<file path="src/rtl/vga_pkg.sv">
//------------------------------------------------------------------------------
// Module      : vga_pkg
// Description : Shared encodings for the VGA pattern generator: mode codes,
//               colour-bar channel enables and a full-scale colour builder.
// Revision    : 1.0 - initial release
//------------------------------------------------------------------------------
`default_nettype none

package vga_pkg;

    localparam int NUM_MODES = 6;

    localparam logic [2:0] MODE_BARS  = 3'd0;
    localparam logic [2:0] MODE_CHECK = 3'd1;
    localparam logic [2:0] MODE_RAMP  = 3'd2;
    localparam logic [2:0] MODE_RED   = 3'd3;
    localparam logic [2:0] MODE_GREEN = 3'd4;
    localparam logic [2:0] MODE_BLUE  = 3'd5;

    // {R,G,B} channel enables of the eight bars, left to right
    localparam logic [2:0] BAR_WHITE   = 3'b111;
    localparam logic [2:0] BAR_YELLOW  = 3'b110;
    localparam logic [2:0] BAR_CYAN    = 3'b011;
    localparam logic [2:0] BAR_GREEN   = 3'b010;
    localparam logic [2:0] BAR_MAGENTA = 3'b101;
    localparam logic [2:0] BAR_RED     = 3'b100;
    localparam logic [2:0] BAR_BLUE    = 3'b001;
    localparam logic [2:0] BAR_BLACK   = 3'b000;

    function automatic logic [2:0] bar_colour(input logic [2:0] idx);
        case (idx)
            3'd0:    return BAR_WHITE;
            3'd1:    return BAR_YELLOW;
            3'd2:    return BAR_CYAN;
            3'd3:    return BAR_GREEN;
            3'd4:    return BAR_MAGENTA;
            3'd5:    return BAR_RED;
            3'd6:    return BAR_BLUE;
            default: return BAR_BLACK;
        endcase
    endfunction

    // Packs {R,G,B} with each enabled channel at all ones; caller truncates.
    function automatic logic [47:0] full_scale(input logic [2:0] en,
                                               input int r_w,
                                               input int g_w,
                                               input int b_w);
        logic [47:0] r;
        logic [47:0] g;
        logic [47:0] b;
        r = en[2] ? ((48'd1 << r_w) - 48'd1) : 48'd0;
        g = en[1] ? ((48'd1 << g_w) - 48'd1) : 48'd0;
        b = en[0] ? ((48'd1 << b_w) - 48'd1) : 48'd0;
        return (r << (g_w + b_w)) | (g << b_w) | b;
    endfunction

endpackage

`default_nettype wire

</file>
<file path="src/rtl/vga_timing.sv">
//------------------------------------------------------------------------------
// Module      : vga_timing
// Description : Raster counters, registered hsync/vsync/de and frame-end strobe.
// Revision    : 1.0 - initial release
//------------------------------------------------------------------------------
`default_nettype none

module vga_timing #(
    parameter int H_ACTIVE = 640,
    parameter int H_FP     = 16,
    parameter int H_SYNC   = 96,
    parameter int H_BP     = 48,
    parameter int V_ACTIVE = 480,
    parameter int V_FP     = 10,
    parameter int V_SYNC   = 2,
    parameter int V_BP     = 33,
    parameter bit SYNC_POL = 1'b0,
    localparam int H_TOTAL = H_ACTIVE + H_FP + H_SYNC + H_BP,
    localparam int V_TOTAL = V_ACTIVE + V_FP + V_SYNC + V_BP,
    localparam int HW      = $clog2(H_TOTAL),
    localparam int VW      = $clog2(V_TOTAL)
) (
    input  logic          clk,
    input  logic          rst,
    output logic [HW-1:0] h_cnt,
    output logic [VW-1:0] v_cnt,
    output logic          active,
    output logic          frame_end,
    output logic          hsync,
    output logic          vsync,
    output logic          de
);

    localparam logic [HW-1:0] H_LAST   = HW'(H_TOTAL - 1);
    localparam logic [HW-1:0] H_ACT    = HW'(H_ACTIVE);
    localparam logic [HW-1:0] HS_START = HW'(H_ACTIVE + H_FP);
    localparam logic [HW-1:0] HS_END   = HW'(H_ACTIVE + H_FP + H_SYNC);
    localparam logic [VW-1:0] V_LAST   = VW'(V_TOTAL - 1);
    localparam logic [VW-1:0] V_ACT    = VW'(V_ACTIVE);
    localparam logic [VW-1:0] VS_START = VW'(V_ACTIVE + V_FP);
    localparam logic [VW-1:0] VS_END   = VW'(V_ACTIVE + V_FP + V_SYNC);

    logic w_h_last;
    logic w_v_last;
    logic w_hs_on;
    logic w_vs_on;

    assign w_h_last  = (h_cnt == H_LAST);
    assign w_v_last  = (v_cnt == V_LAST);
    assign frame_end = w_h_last && w_v_last;
    assign active    = (h_cnt < H_ACT) && (v_cnt < V_ACT);
    assign w_hs_on   = (h_cnt >= HS_START) && (h_cnt < HS_END);
    assign w_vs_on   = (v_cnt >= VS_START) && (v_cnt < VS_END);

    always_ff @(posedge clk) begin
        if (rst) begin
            h_cnt <= '0;
            v_cnt <= '0;
            hsync <= ~SYNC_POL;
            vsync <= ~SYNC_POL;
            de    <= 1'b0;
        end else begin
            hsync <= w_hs_on ? SYNC_POL : ~SYNC_POL;
            vsync <= w_vs_on ? SYNC_POL : ~SYNC_POL;
            de    <= active;
            if (w_h_last) begin
                h_cnt <= '0;
                v_cnt <= w_v_last ? '0 : v_cnt + VW'(1);
            end else begin
                h_cnt <= h_cnt + HW'(1);
            end
        end
    end

endmodule

`default_nettype wire

</file>
<file path="src/rtl/vga_pattern_gen.sv">
//------------------------------------------------------------------------------
// Module      : vga_pattern_gen
// Description : Parametrised VGA timing and six-pattern test generator with
//               tear-free mode stepping. Optional macro VGA_BORDER_EN forces a
//               white one-pixel border around the active area.
// Revision    : 1.0 - initial release
//------------------------------------------------------------------------------
`default_nettype none

module vga_pattern_gen
    import vga_pkg::*;
#(
    parameter int H_ACTIVE   = 640,
    parameter int H_FP       = 16,
    parameter int H_SYNC     = 96,
    parameter int H_BP       = 48,
    parameter int V_ACTIVE   = 480,
    parameter int V_FP       = 10,
    parameter int V_SYNC     = 2,
    parameter int V_BP       = 33,
    parameter bit SYNC_POL   = 1'b0,
    parameter int R_W        = 5,
    parameter int G_W        = 6,
    parameter int B_W        = 5,
    parameter int CHECK_LOG2 = 5,
    localparam int H_TOTAL   = H_ACTIVE + H_FP + H_SYNC + H_BP,
    localparam int V_TOTAL   = V_ACTIVE + V_FP + V_SYNC + V_BP,
    localparam int HW        = $clog2(H_TOTAL),
    localparam int VW        = $clog2(V_TOTAL),
    localparam int RGB_W     = R_W + G_W + B_W
) (
    input  logic             clk,
    input  logic             rst,
    input  logic             key_flag,
    output logic             hsync,
    output logic             vsync,
    output logic             de,
    output logic [RGB_W-1:0] rgb,
    output logic [HW-1:0]    pix_x,
    output logic [VW-1:0]    pix_y,
    output logic             frame_start,
    output logic [2:0]       mode
);

    localparam int               XA     = $clog2(H_ACTIVE);
    localparam logic [HW-1:0]    BAR_W  = HW'(H_ACTIVE / 8);
    localparam logic [RGB_W-1:0] WHITE  = RGB_W'(full_scale(3'b111, R_W, G_W, B_W));
    localparam logic [RGB_W-1:0] RED    = RGB_W'(full_scale(3'b100, R_W, G_W, B_W));
    localparam logic [RGB_W-1:0] GREEN  = RGB_W'(full_scale(3'b010, R_W, G_W, B_W));
    localparam logic [RGB_W-1:0] BLUE   = RGB_W'(full_scale(3'b001, R_W, G_W, B_W));

    logic [HW-1:0]    h_cnt;
    logic [VW-1:0]    v_cnt;
    logic             w_active;
    logic             w_frame_end;
    logic [2:0]       r_pend_mode;
    logic [2:0]       r_cur_mode;
    logic [2:0]       w_pend_next;
    logic [HW-1:0]    w_bar_idx;
    logic [RGB_W-1:0] w_pattern;
    logic [RGB_W-1:0] w_pixel;

    vga_timing #(
        .H_ACTIVE (H_ACTIVE),
        .H_FP     (H_FP),
        .H_SYNC   (H_SYNC),
        .H_BP     (H_BP),
        .V_ACTIVE (V_ACTIVE),
        .V_FP     (V_FP),
        .V_SYNC   (V_SYNC),
        .V_BP     (V_BP),
        .SYNC_POL (SYNC_POL)
    ) u_timing (
        .clk       (clk),
        .rst       (rst),
        .h_cnt     (h_cnt),
        .v_cnt     (v_cnt),
        .active    (w_active),
        .frame_end (w_frame_end),
        .hsync     (hsync),
        .vsync     (vsync),
        .de        (de)
    );

    always_comb begin
        w_pend_next = r_pend_mode;
        if (key_flag) begin
            w_pend_next = (r_pend_mode == 3'(NUM_MODES - 1)) ? 3'd0 : r_pend_mode + 3'd1;
        end
    end

    // Pattern swaps only at the last raster position, so a frame never tears
    always_ff @(posedge clk) begin
        if (rst) begin
            r_pend_mode <= 3'd0;
            r_cur_mode  <= 3'd0;
        end else begin
            r_pend_mode <= w_pend_next;
            if (w_frame_end) begin
                r_cur_mode <= w_pend_next;
            end
        end
    end

    assign w_bar_idx = h_cnt / BAR_W;

    always_comb begin
        w_pattern = '0;
        case (r_cur_mode)
            MODE_BARS: begin
                if (w_bar_idx < HW'(8)) begin
                    w_pattern = RGB_W'(full_scale(bar_colour(w_bar_idx[2:0]), R_W, G_W, B_W));
                end
            end
            MODE_CHECK: begin
                if (h_cnt[CHECK_LOG2] ^ v_cnt[CHECK_LOG2]) begin
                    w_pattern = WHITE;
                end
            end
            MODE_RAMP: begin
                w_pattern = {R_W'(h_cnt >> (XA - R_W)),
                             G_W'(h_cnt >> (XA - G_W)),
                             B_W'(h_cnt >> (XA - B_W))};
            end
            MODE_RED:   w_pattern = RED;
            MODE_GREEN: w_pattern = GREEN;
            MODE_BLUE:  w_pattern = BLUE;
            default:    w_pattern = '0;
        endcase
    end

`ifdef VGA_BORDER_EN
    logic w_border;
    assign w_border = (h_cnt == '0) || (h_cnt == HW'(H_ACTIVE - 1)) ||
                      (v_cnt == '0) || (v_cnt == VW'(V_ACTIVE - 1));
    assign w_pixel  = w_border ? WHITE : w_pattern;
`else
    assign w_pixel  = w_pattern;
`endif

    always_ff @(posedge clk) begin
        if (rst) begin
            rgb         <= '0;
            pix_x       <= '0;
            pix_y       <= '0;
            frame_start <= 1'b0;
            mode        <= 3'd0;
        end else begin
            rgb         <= w_active ? w_pixel : '0;
            pix_x       <= h_cnt;
            pix_y       <= v_cnt;
            frame_start <= (h_cnt == '0) && (v_cnt == '0);
            mode        <= r_cur_mode;
        end
    end

endmodule

`default_nettype wire

</file>
<file path="config.mk">
export PLATFORM = sky130hd
export DESIGN_NAME = vga_pattern_gen
export DESIGN_NICKNAME = d
export VERILOG_FILES = /design/src/rtl/vga_pkg.sv /design/src/rtl/vga_timing.sv /design/src/rtl/vga_pattern_gen.sv
export SDC_FILE = /design/constraint.sdc
export NUM_CORES = 1
export LEC_CHECK = 0
export CAP_MARGIN = 10
export CORE_ASPECT_RATIO = 1.4
export CORE_MARGIN = 3
export CORE_UTILIZATION = 40
export DETAILED_ROUTE_END_ITERATION = 7
export HOLD_SLACK_MARGIN = 0.05
export PLACE_DENSITY = 0.61
export SYNTH_ARGS = -nofsm -noshare
export SYNTH_HDL_FRONTEND = slang
export SYNTH_SLANG_ARGS = --single-unit
</file>
<file path="constraint.sdc">
create_clock -name clk -period 2 [get_ports clk]
set_input_delay 0.4 -clock clk [delete_from_list [all_inputs] [get_ports clk]]
set_output_delay 0.4 -clock clk [all_outputs]
set_load 0.01 [all_outputs]
</file>
# Yosys cells after proc, flatten, opt, wreduce, memory -nomap -nowiden
# Cells that the tools add are included.
[op_classes]
div_mod_pow = 1
n_mux = 14
order_cmp = 7
n_eq_ne = 14
bitwise_logic = 4
reduce_logical = 11
add_sub_neg = 3
[ops]
columns = ["operator", "count"]
rows = [
  ["case mux 16 bit (6 select lines)", 1],
  ["two-way mux 16 bit", 2],
  ["case mux 3 bit (7 select lines)", 1],
  ["adder 10 x 1 -> 10 bit, second input constant", 2],
  ["== test 10 bit, second input constant", 2],
  ["logical NOT 10 bit", 2],
  ["less-than comparator 10 bit, second input constant", 2],
  ["less-than comparator 10 x 9 -> 1 bit, second input constant", 2],
  ["== test 3 bit, second input constant", 6],
  ["OR 16 x 11 -> 16 bit", 1],
  ["OR 16 x 5 -> 16 bit", 1],
  ["== test 3 x 2 -> 1 bit, second input constant", 4],
  ["two-way mux 3 bit", 4],
  ["divider 10 x 7 -> 10 bit, second input constant", 1],
  ["greater-or-equal comparator 10 bit, second input constant", 1],
  ["greater-or-equal comparator 10 x 9 -> 1 bit, second input constant", 1],
  ["less-than comparator 10 x 4 -> 1 bit, second input constant", 1],
  ["two-way mux 10 bit", 1],
  ["two-way mux 5 bit", 2],
  ["== test 3 x 1 -> 1 bit, second input constant", 2],
  ["logical NOT 3 bit", 2],
  ["two-way mux 6 bit", 1],
  ["logical AND 1 bit", 5],
  ["OR reduction 2 bit", 2],
  ["other kinds (4)", 5],
]
[totals]
output_inout_bits = 43
register_bits = 69
in_bits = 3
word_cells = 66

# Longest topological paths before layout
# Gate-level depths: netlist of the first run.
[logic_depth]
ltp_word = 10
mapped_depth = 8
ltp_nobuf = 7

# Hierarchy
# A second synthesis of the first run with hierarchy kept.
[hier_totals]
cells_unflattened = 278
hier_area_um2 = 2605.0
[modules_own_cells]
columns = ["module", "area_per_inst_um2", "cells_each", "seq_area_each_um2", "instances"]
rows = [
  ["vga_pattern_gen", 1540.2, 154, 920.9, 1],
  ["vga_timing", 1064.8, 124, 460.4, 1],
]

# Least setup slack after synthesis of the first run
# No wires, ideal clock.
[synth_path]
path_kind = "reg-to-reg"
from = "reg u_timing.v_cnt[5]"
to = "reg u_timing.v_cnt[4]"
synth_period_minus_slack_ns = 1.648
t_required_ns = 1.885
n_path_buf = 2
setup_time_ns = 0.115
setup_slack_ns = 0.352
path_stages_with_launch = 8
arrival_time_ns = 1.534
path_cell_list = "dfxtp_1 > buf_6 > or4_4 > nor3_2 > and2_4 > or2_1 > buf_6 > nor2_1"
[synth_via]
elab_chain_cells = 2
[synth_rtl]
columns = ["item", "line_no", "text"]
rows = [
  ["start: declaration", "vga_timing.sv:26", "output logic [VW-1:0] v_cnt,"],
  ["start signal: assignment", "vga_timing.sv:68", "v_cnt <= w_v_last ? '0 : v_cnt + VW'(1);"],
  ["== test 10 bit", "vga_timing.sv:49", "assign w_v_last = (v_cnt == V_LAST);"],
  ["two-way mux 10 bit", "vga_timing.sv:68", ""],
]
# No other way between the ends.
# A chain may end at the register's enable or synchronous reset.

# Worst setup path after layout of the first run
[layout_path]
from = "reg u_timing.h_cnt[0]"
to = "reg u_timing.v_cnt[9]"
[layout_via]
elab_chain_cells = 1
[layout_rtl]
columns = ["item", "line_no", "text"]
rows = [
  ["start: declaration", "vga_timing.sv:25", "output logic [HW-1:0] h_cnt,"],
  ["start signal: assignment", "vga_timing.sv:70", "h_cnt <= h_cnt + HW'(1);"],
  ["== test 10 bit", "vga_timing.sv:48", "assign w_h_last = (h_cnt == H_LAST);"],
]
# No other way between the ends.

==> flow_metrics.tcl, run 1 <==
set metrics [dict create \
    insertedDiodeCount 0 \
    finalNetCount 351 \
    postSynthNetCount 298 \
    vdd_ir_drop_max_mv 0.396 \
    drt_pass1_iterations 4 \
    initial_utilization 0.421 \
    drt.antenna.violating_nets 0 \
    crit_fanout 6 \
    cpMostUsedCell "sky130_fd_sc_hd__nand2_1" \
    yosysMostFrequentCell "sky130_fd_sc_hd__dfxtp_1" \
    area.sequential_um2 1380 \
    rr_endpoint "u_timing.v_cnt[9]" \
    post_cts_buffers 0 \
    grt_antenna_before_repair 0 \
    port_buffers 45 \
    cp_top_family "simple AND/OR/NAND/NOR gates" \
    post_cts_resized 0 \
    grt_first_pass_wirelength_um 9380 \
    die_x_um 75.3 \
    synth_largest_area_cell "sky130_fd_sc_hd__dfxtp_1" \
    drc 0 \
    max_clock_freq_ghz 0.541 \
    worst-endpoint-required_ns 2.29 \
    synthTopCellsByArea "sky130_fd_sc_hd__dfxtp_1 51%, sky130_fd_sc_hd__nor2_1 5.0%, sky130_fd_sc_hd__nor2b_1 4.4%" \
    tritoncts "yes" \
    die_height_um 103 \
    synthesis.yosys.warnings 0 \
    worst_setup_path_start "u_timing.h_cnt[0]" \
    outcome "finished clean" \
    setup_viol 0 \
    cts-buffers-inserted 9 \
    worst_slew_margin_rel 0.697 \
    tritoncts_num_sinks 69 \
    path_clk_slew_ns 0.07 \
    area_share_of_the_leading_cell_type_in_the_synthesized_netlist 0.514 \
    critical_path_arrival_ns 2.14 \
    grt_setup_unrepaired "no" \
    crit_buf_inv 0 \
    worstHoldPathType "register to register" \
    core-area_um2 6380 \
    hold_start "u_timing.h_cnt[0]" \
    synth_cell_type_count 48 \
    cpPeakStageDelay_ns 0.47 \
    dp_slack_ns 0.152 \
    fillerInstances 616 \
    io_pins 46 \
    cp_slowest_cell "sky130_fd_sc_hd__or4_1" \
    via_count 2121 \
    transition_at_the_pin_with_the_smallest_max_transition_slack_ns 0.449 \
    clock_tree.root_cell "sky130_fd_sc_hd__clkbuf_8" \
    die_area_um2 7750 \
    synth_top_flop_cell "sky130_fd_sc_hd__dfxtp_1" \
    cts.htree.levels 3 \
    timing.critical_path.cells "ha_1 -> and4_1 -> and3_1 -> nand2_1 -> or4_1 -> nand2_1" \
    dp_hpwl_um 4060 \
    post-route-worst-setup-slack_ns 0.152 \
    area_growth_pct 30.2 \
    grt_overflow 0 \
    power-per-cell-area_nw_per_um2 833 \
    grt_usage 0.161 \
    total_power_mw 2.91 \
    synth_edf_count 0 \
    min_to "u_timing.h_cnt[0]" \
    worst_r2r_path_depth 6 \
    drt_iter0_markers 66 \
    synthesized_cell_area_um2 2690 \
    worstReg2RegStart "u_timing.h_cnt[0]" \
    synthesis.area_per_instance_um2 9.26 \
    post_cts_hold_buffer_count 0 \
    grt_start_max_net_pins 20 \
    placement_rows 34 \
    multi_input_comb_area_um2 1160 \
    worstSetupEndpointType "register" \
    synth_sequential_area_ratio 0.514 \
    maximum_clock_path_buffer_count 2 \
    setup.reg_to_reg.worst_slack_ns 0.15 \
    grt_pass1_vias 2021 \
    ys_ff_latch 69 \
    static-leakage-power_nw 1.38 \
    worst_clock_skew_ns 0.00988 \
    clk_latency_worst_skew_pair_ns 0.34 \
    timing_max_transition_violations_final 0 \
    finalCritPeriodShare 0.924 \
    wl_per_cell_um 13.5 \
    final.setup.tns_ns 0 \
    synthCells 290 \
    final_layout_size_suffix_gt1_frac 0.124 \
    synth_commonest_cells "69 x sky130_fd_sc_hd__dfxtp_1, 36 x sky130_fd_sc_hd__nor2_1, 21 x sky130_fd_sc_hd__a21oi_1" \
    timing.final.crit_period_ns 1.85 \
    gp_routability_congestion 0.797 \
    finalWirelength_um 5660 \
    crit_path_start_kind "register" \
    routed_via_density 5.05 \
    timing.max_cap.violations 0 \
    min_delay_path_depth 1 \
    final_hold_vios 0 \
    postSynth.asyncResetShare 0 \
    path_class "register to register" \
]
-- layout make-up --
class                   instances  share of cell area
multi-input cells             190               0.331
clock inverters                 4              0.0272
clock buffers                  12              0.0415
repair buffers                 64               0.170
well taps                      72              0.0258
flip-flops and latches         69               0.395
inverters                       9             0.00966
-- stage by stage --
step / hold slack, ns / cells / util / instance area, µm²
6_report: 0.479 / 420 / 0.548 / 3500
5_1_grt: 0.508 / 420 / 0.548 / 3500
4_1_cts: 0.483 / 420 / 0.548 / 3500
3_5_place_dp: 0.483 / 404 / 0.510 / 3260
3_3_place_gp: 0.457 / 404 / 0.510 / 3260
2_1_floorplan: 0.441 / 290 / - / 2690
-- layer usage --
layer / vias up / GRT usage / part of all wire
met5: - / 0 / 0
met4: 0 / 0.0686 / 0.020
met3: 10 / 0.0498 / 0.038
met2: 50 / 0.276 / 0.51
met1: 983 / 0.181 / 0.44
li1: 1078 / - / -
-- worst max-delay path by stage --
| stage | end | slack (ns) | depth (start not counted) |
|---|---|---|---|
| finish | u_timing.v_cnt[9] | 0.15 | 6 |
| global route | rgb[3] | 0.006 | 5 |
| CTS | u_timing.v_cnt[9] | 0.14 | 6 |
| detailed placement | u_timing.v_cnt[9] | 0.15 | 6 |
| global placement | u_timing.v_cnt[9] | 0.22 | 6 |
| floorplan | u_timing.v_cnt[4] | 0.35 | 7 |
-- power by group --
part	total [mW]	leakage [nW]	switching [mW]	internal, mW
clock network	1.36	0.121	0.496	0.861
logic	0.135	0.695	0.0666	0.0687
registers	1.42	0.564	0.0121	1.41
total	2.91	1.38	0.575	2.34
-- sequential cells by signal (all words and copies together), names as in the netlist --
name,count
u_timing.v_cnt,10
u_timing.vsync,1
u_timing.hsync,1
r_pend_mode,3
u_timing.de,1
r_cur_mode,3
u_timing.h_cnt,10
mode,3
pix_y,10
frame_start,1
rgb,16
pix_x,10
-- logic make-up after synthesis --
group	Yosys count	share of synthesized area
xor+xnor	20	0.0652
compound gates	45	0.109
fa+ha+maj	5	0.0233
simple gates	120	0.234
buf+inv	31	0.0545
flops	69	0.514
-- layout by cell type (no fill, tap or decap), types with 2 or more instances in the layout --
cell type	count
sky130_fd_sc_hd__dfxtp_1	69
sky130_fd_sc_hd__clkdlybuf4s50_1	45
sky130_fd_sc_hd__nor2_1	36
sky130_fd_sc_hd__a21oi_1	21
sky130_fd_sc_hd__nand2_1	20
sky130_fd_sc_hd__nor2b_1	19
sky130_fd_sc_hd__buf_4	19
sky130_fd_sc_hd__xor2_1	13
sky130_fd_sc_hd__clkbuf_8	10
sky130_fd_sc_hd__inv_1	9
sky130_fd_sc_hd__nand3_1	8
sky130_fd_sc_hd__nand4_1	8
sky130_fd_sc_hd__xnor2_1	7
sky130_fd_sc_hd__nor3_1	5
sky130_fd_sc_hd__o21ai_0	5
sky130_fd_sc_hd__ha_1	5
sky130_fd_sc_hd__nand2b_1	4
sky130_fd_sc_hd__or2_2	3
sky130_fd_sc_hd__o22a_2	3
sky130_fd_sc_hd__o21a_1	3
sky130_fd_sc_hd__a31oi_1	3
sky130_fd_sc_hd__bufinv_16	3
sky130_fd_sc_hd__and3b_1	2
sky130_fd_sc_hd__nor4b_1	2
sky130_fd_sc_hd__nor4bb_1	2
sky130_fd_sc_hd__clkbuf_1	2
No activity file was read; power rests on OpenSTA's default activity.
==> run 2: changes to the inputs <==
SLEW_MARGIN = 30   (was unset)
==> results of run 2 <==
Same layout as run 1: the final DEF is identical, and so are final timing and power.
==> run 3: changes to the inputs <==
CELL_PAD_IN_SITES_DETAIL_PLACEMENT = 1   (was unset)
CELL_PAD_IN_SITES_GLOBAL_PLACEMENT = 2   (was unset)
CORE_MARGIN = 4   (was 3)
CORE_UTILIZATION = 32   (was 40)
PLACE_DENSITY = 0.77   (was 0.61)
==> run 3 against run 2 <==
  * Sequential share of layout area fell by 1.6 points
  * Total power up 16%
  * Combinational power up 3%
  * Final cell count grew 6.9%
  * Setup slack worse by 0.0014 ns
  * Sequential power barely moved
  * Largest power group is now clock
  * Worst hold slack improved by 0.015 ns
==> flow_metrics.tcl, run 3 (synthesized netlist as in run 1, its figures left out) <==
set metrics [dict create \
    crit_path_start_kind "register" \
    grt_antenna_before_repair 0 \
    timing.max_cap.violations 0 \
    tritoncts_num_sinks 69 \
    die_x_um 85.4 \
    clockPowerShare 0.540 \
    cp_slowest_cell "sky130_fd_sc_hd__or4_1" \
    power.sequential.fraction 0.419 \
    final_layout_size_suffix_gt1_frac 0.127 \
    insertedDiodeCount 0 \
    finalWirelength_um 6620 \
    final_hold_vios 0 \
    timing_max_transition_violations_final 0 \
    grt_first_pass_wirelength_um 11300 \
    grt_setup_unrepaired "no" \
    switching_power_mw 0.688 \
    die_area_um2 9950 \
    critical_path_arrival_ns 2.13 \
    cp_top_family "simple AND/OR/NAND/NOR gates" \
    crit_fanout 5 \
    worst_setup_path_start "u_timing.h_cnt[0]" \
    wp_depth 6 \
    worst-endpoint-required_ns 2.28 \
    power-per-cell-area_nw_per_um2 930 \
    worst_r2r_path_depth 6 \
    flip_flop_count_of_the_largest_register_all_copies_and_words_added 16 \
    path_clk_slew_ns 0.06 \
    worstSetupEndpointType "register" \
    count_of_non_filler_cells_in_the_finished_layout 449 \
    internal-power_mw 2.70 \
    cpPeakStageDelay_ns 0.47 \
    post_cts_resized 0 \
    maximum_clock_path_buffer_count 2 \
    gp_routability_congestion 0.764 \
    commonest_cells_after_routing_fill_and_taps_aside "69 x sky130_fd_sc_hd__dfxtp_1, 45 x sky130_fd_sc_hd__clkdlybuf4s50_1, 36 x sky130_fd_sc_hd__nor2_1" \
    clk_latency_worst_skew_pair_ns 0.34 \
    placement_rows 39 \
    path_class "register to register" \
    area_growth_pct 35.7 \
    routed_via_density 4.91 \
    cts-buffers-inserted 9 \
    outcome "finished clean" \
    port_buffers 45 \
    timing.critical_path.cells "ha_1 -> and4_1 -> and3_1 -> nand2_1 -> or4_1 -> nand2_1" \
    finalCritPeriodShare 0.925 \
    place_inst 433 \
    grt_usage 0.148 \
    core-area_um2 8200 \
    drc 0 \
    dp_hpwl_um 4790 \
    switching_share 0.203 \
    largest_register_by_flop_count "rgb" \
    cpMostUsedCell "sky130_fd_sc_hd__nand2_1" \
    drt_iter0_markers 35 \
    setup_viol 0 \
    crit_buf_inv 0 \
    final.setup.tns_ns 0 \
    drt_pass1_iterations 4 \
    worstHoldPathType "register to register" \
    post-route-worst-setup-slack_ns 0.151 \
    worst_clock_skew_ns 0.00586 \
    dp_slack_ns 0.146 \
    drt.antenna.violating_nets 0 \
    worstReg2RegStart "u_timing.h_cnt[0]" \
    initial_utilization 0.328 \
    static-leakage-power_nw 1.43 \
    clock_tree.root_cell "sky130_fd_sc_hd__clkbuf_16" \
    power.combinational.fraction 0.041 \
    hold_start "u_timing.h_cnt[0]" \
    post_cts_hold_buffer_count 0 \
    layout_commonest_cell "sky130_fd_sc_hd__dfxtp_1" \
    io_pins 46 \
    post_cts_buffers 0 \
    die_height_um 116 \
    vdd_ir_drop_max_mv 0.592 \
    tritoncts "yes" \
    grt_pass1_vias 2353 \
    transition_at_the_pin_with_the_smallest_max_transition_slack_ns 0.431 \
    wl_per_cell_um 14.7 \
    cts.htree.levels 3 \
    worst_slew_margin_rel 0.713 \
    via_count 2204 \
    grt_start_max_net_pins 25 \
    max_clock_freq_ghz 0.541 \
    timing.final.crit_period_ns 1.85 \
    grt_overflow 0 \
    finalNetCount 350 \
    min_delay_path_depth 1 \
]
-- run 3: cell types whose count changed in the layout (fill, tap and decap cells not counted), sizes merged --
cell / before / now
clkbuf: 12 / 9
inv: 9 / 10
buf: 19 / 18
clkinv: 1 / 3
-- run 3: metal layers --
| layer | part of all wire | up-vias | global-route usage |
|---|---|---|---|
| li1 | - | 1078 | - |
| met1 | 0.39 | 1055 | 0.152 |
| met2 | 0.53 | 56 | 0.261 |
| met3 | 0.056 | 15 | 0.0501 |
| met4 | 0.027 | 0 | 0.0887 |
| met5 | 0 | - | 0 |
-- run 3: worst register-to-register path: cells and delay by family, from the launching register on --
family | cells | cell delay [ns]
DFF | 1 | 0.39
adders and majority gates | 1 | 0.24
and+or+nand+nor | 5 | 1.17
-- run 3: power by group through the flow --
stage | sequential, mW | clock [mW] | combinational [mW]
finish | 1.42 | 1.83 | 0.139
global route | 1.43 | 1.95 | 0.155
CTS | 1.42 | 1.89 | 0.143
detailed placement | 1.45 | 0 | 0.142
global placement | 1.45 | 0 | 0.141
floorplan | 1.46 | 0 | 0.0565
-- run 3: final timing paths --
kind | endpoint | slack, ns
setup / recovery | u_timing.v_cnt[9] | 0.15
hold / removal | u_timing.h_cnt[0] | 0.49
setup reg to reg | u_timing.v_cnt[9] | 0.15
hold reg to reg | u_timing.h_cnt[0] | 0.49
-- run 3: final cells by class --
class | count | area (µm²)
Sequential cell | 69 | 1380
Timing Repair Buffer | 63 | 598
Fill cell | 936 | 4550
Tap cell | 102 | 128
Clock buffer | 9 | 225
Multi-Input combinational cell | 190 | 1160
Clock inverter | 7 | 121
Inverter | 9 | 33.8
-- run 3: metrics by stage --
stage / hold WS (ns) / cell area (µm²) / utilization / power (mW)
final: 0.493 / 3650 / 0.445 / 3.39
after global routing: 0.541 / 3650 / 0.445 / 3.53
after CTS: 0.508 / 3650 / 0.445 / 3.45
after detailed placement: 0.494 / 3300 / 0.402 / 1.59
after global placement: 0.456 / 3300 / 0.402 / 1.59
after floorplan: 0.441 / 2690 / - / 1.52
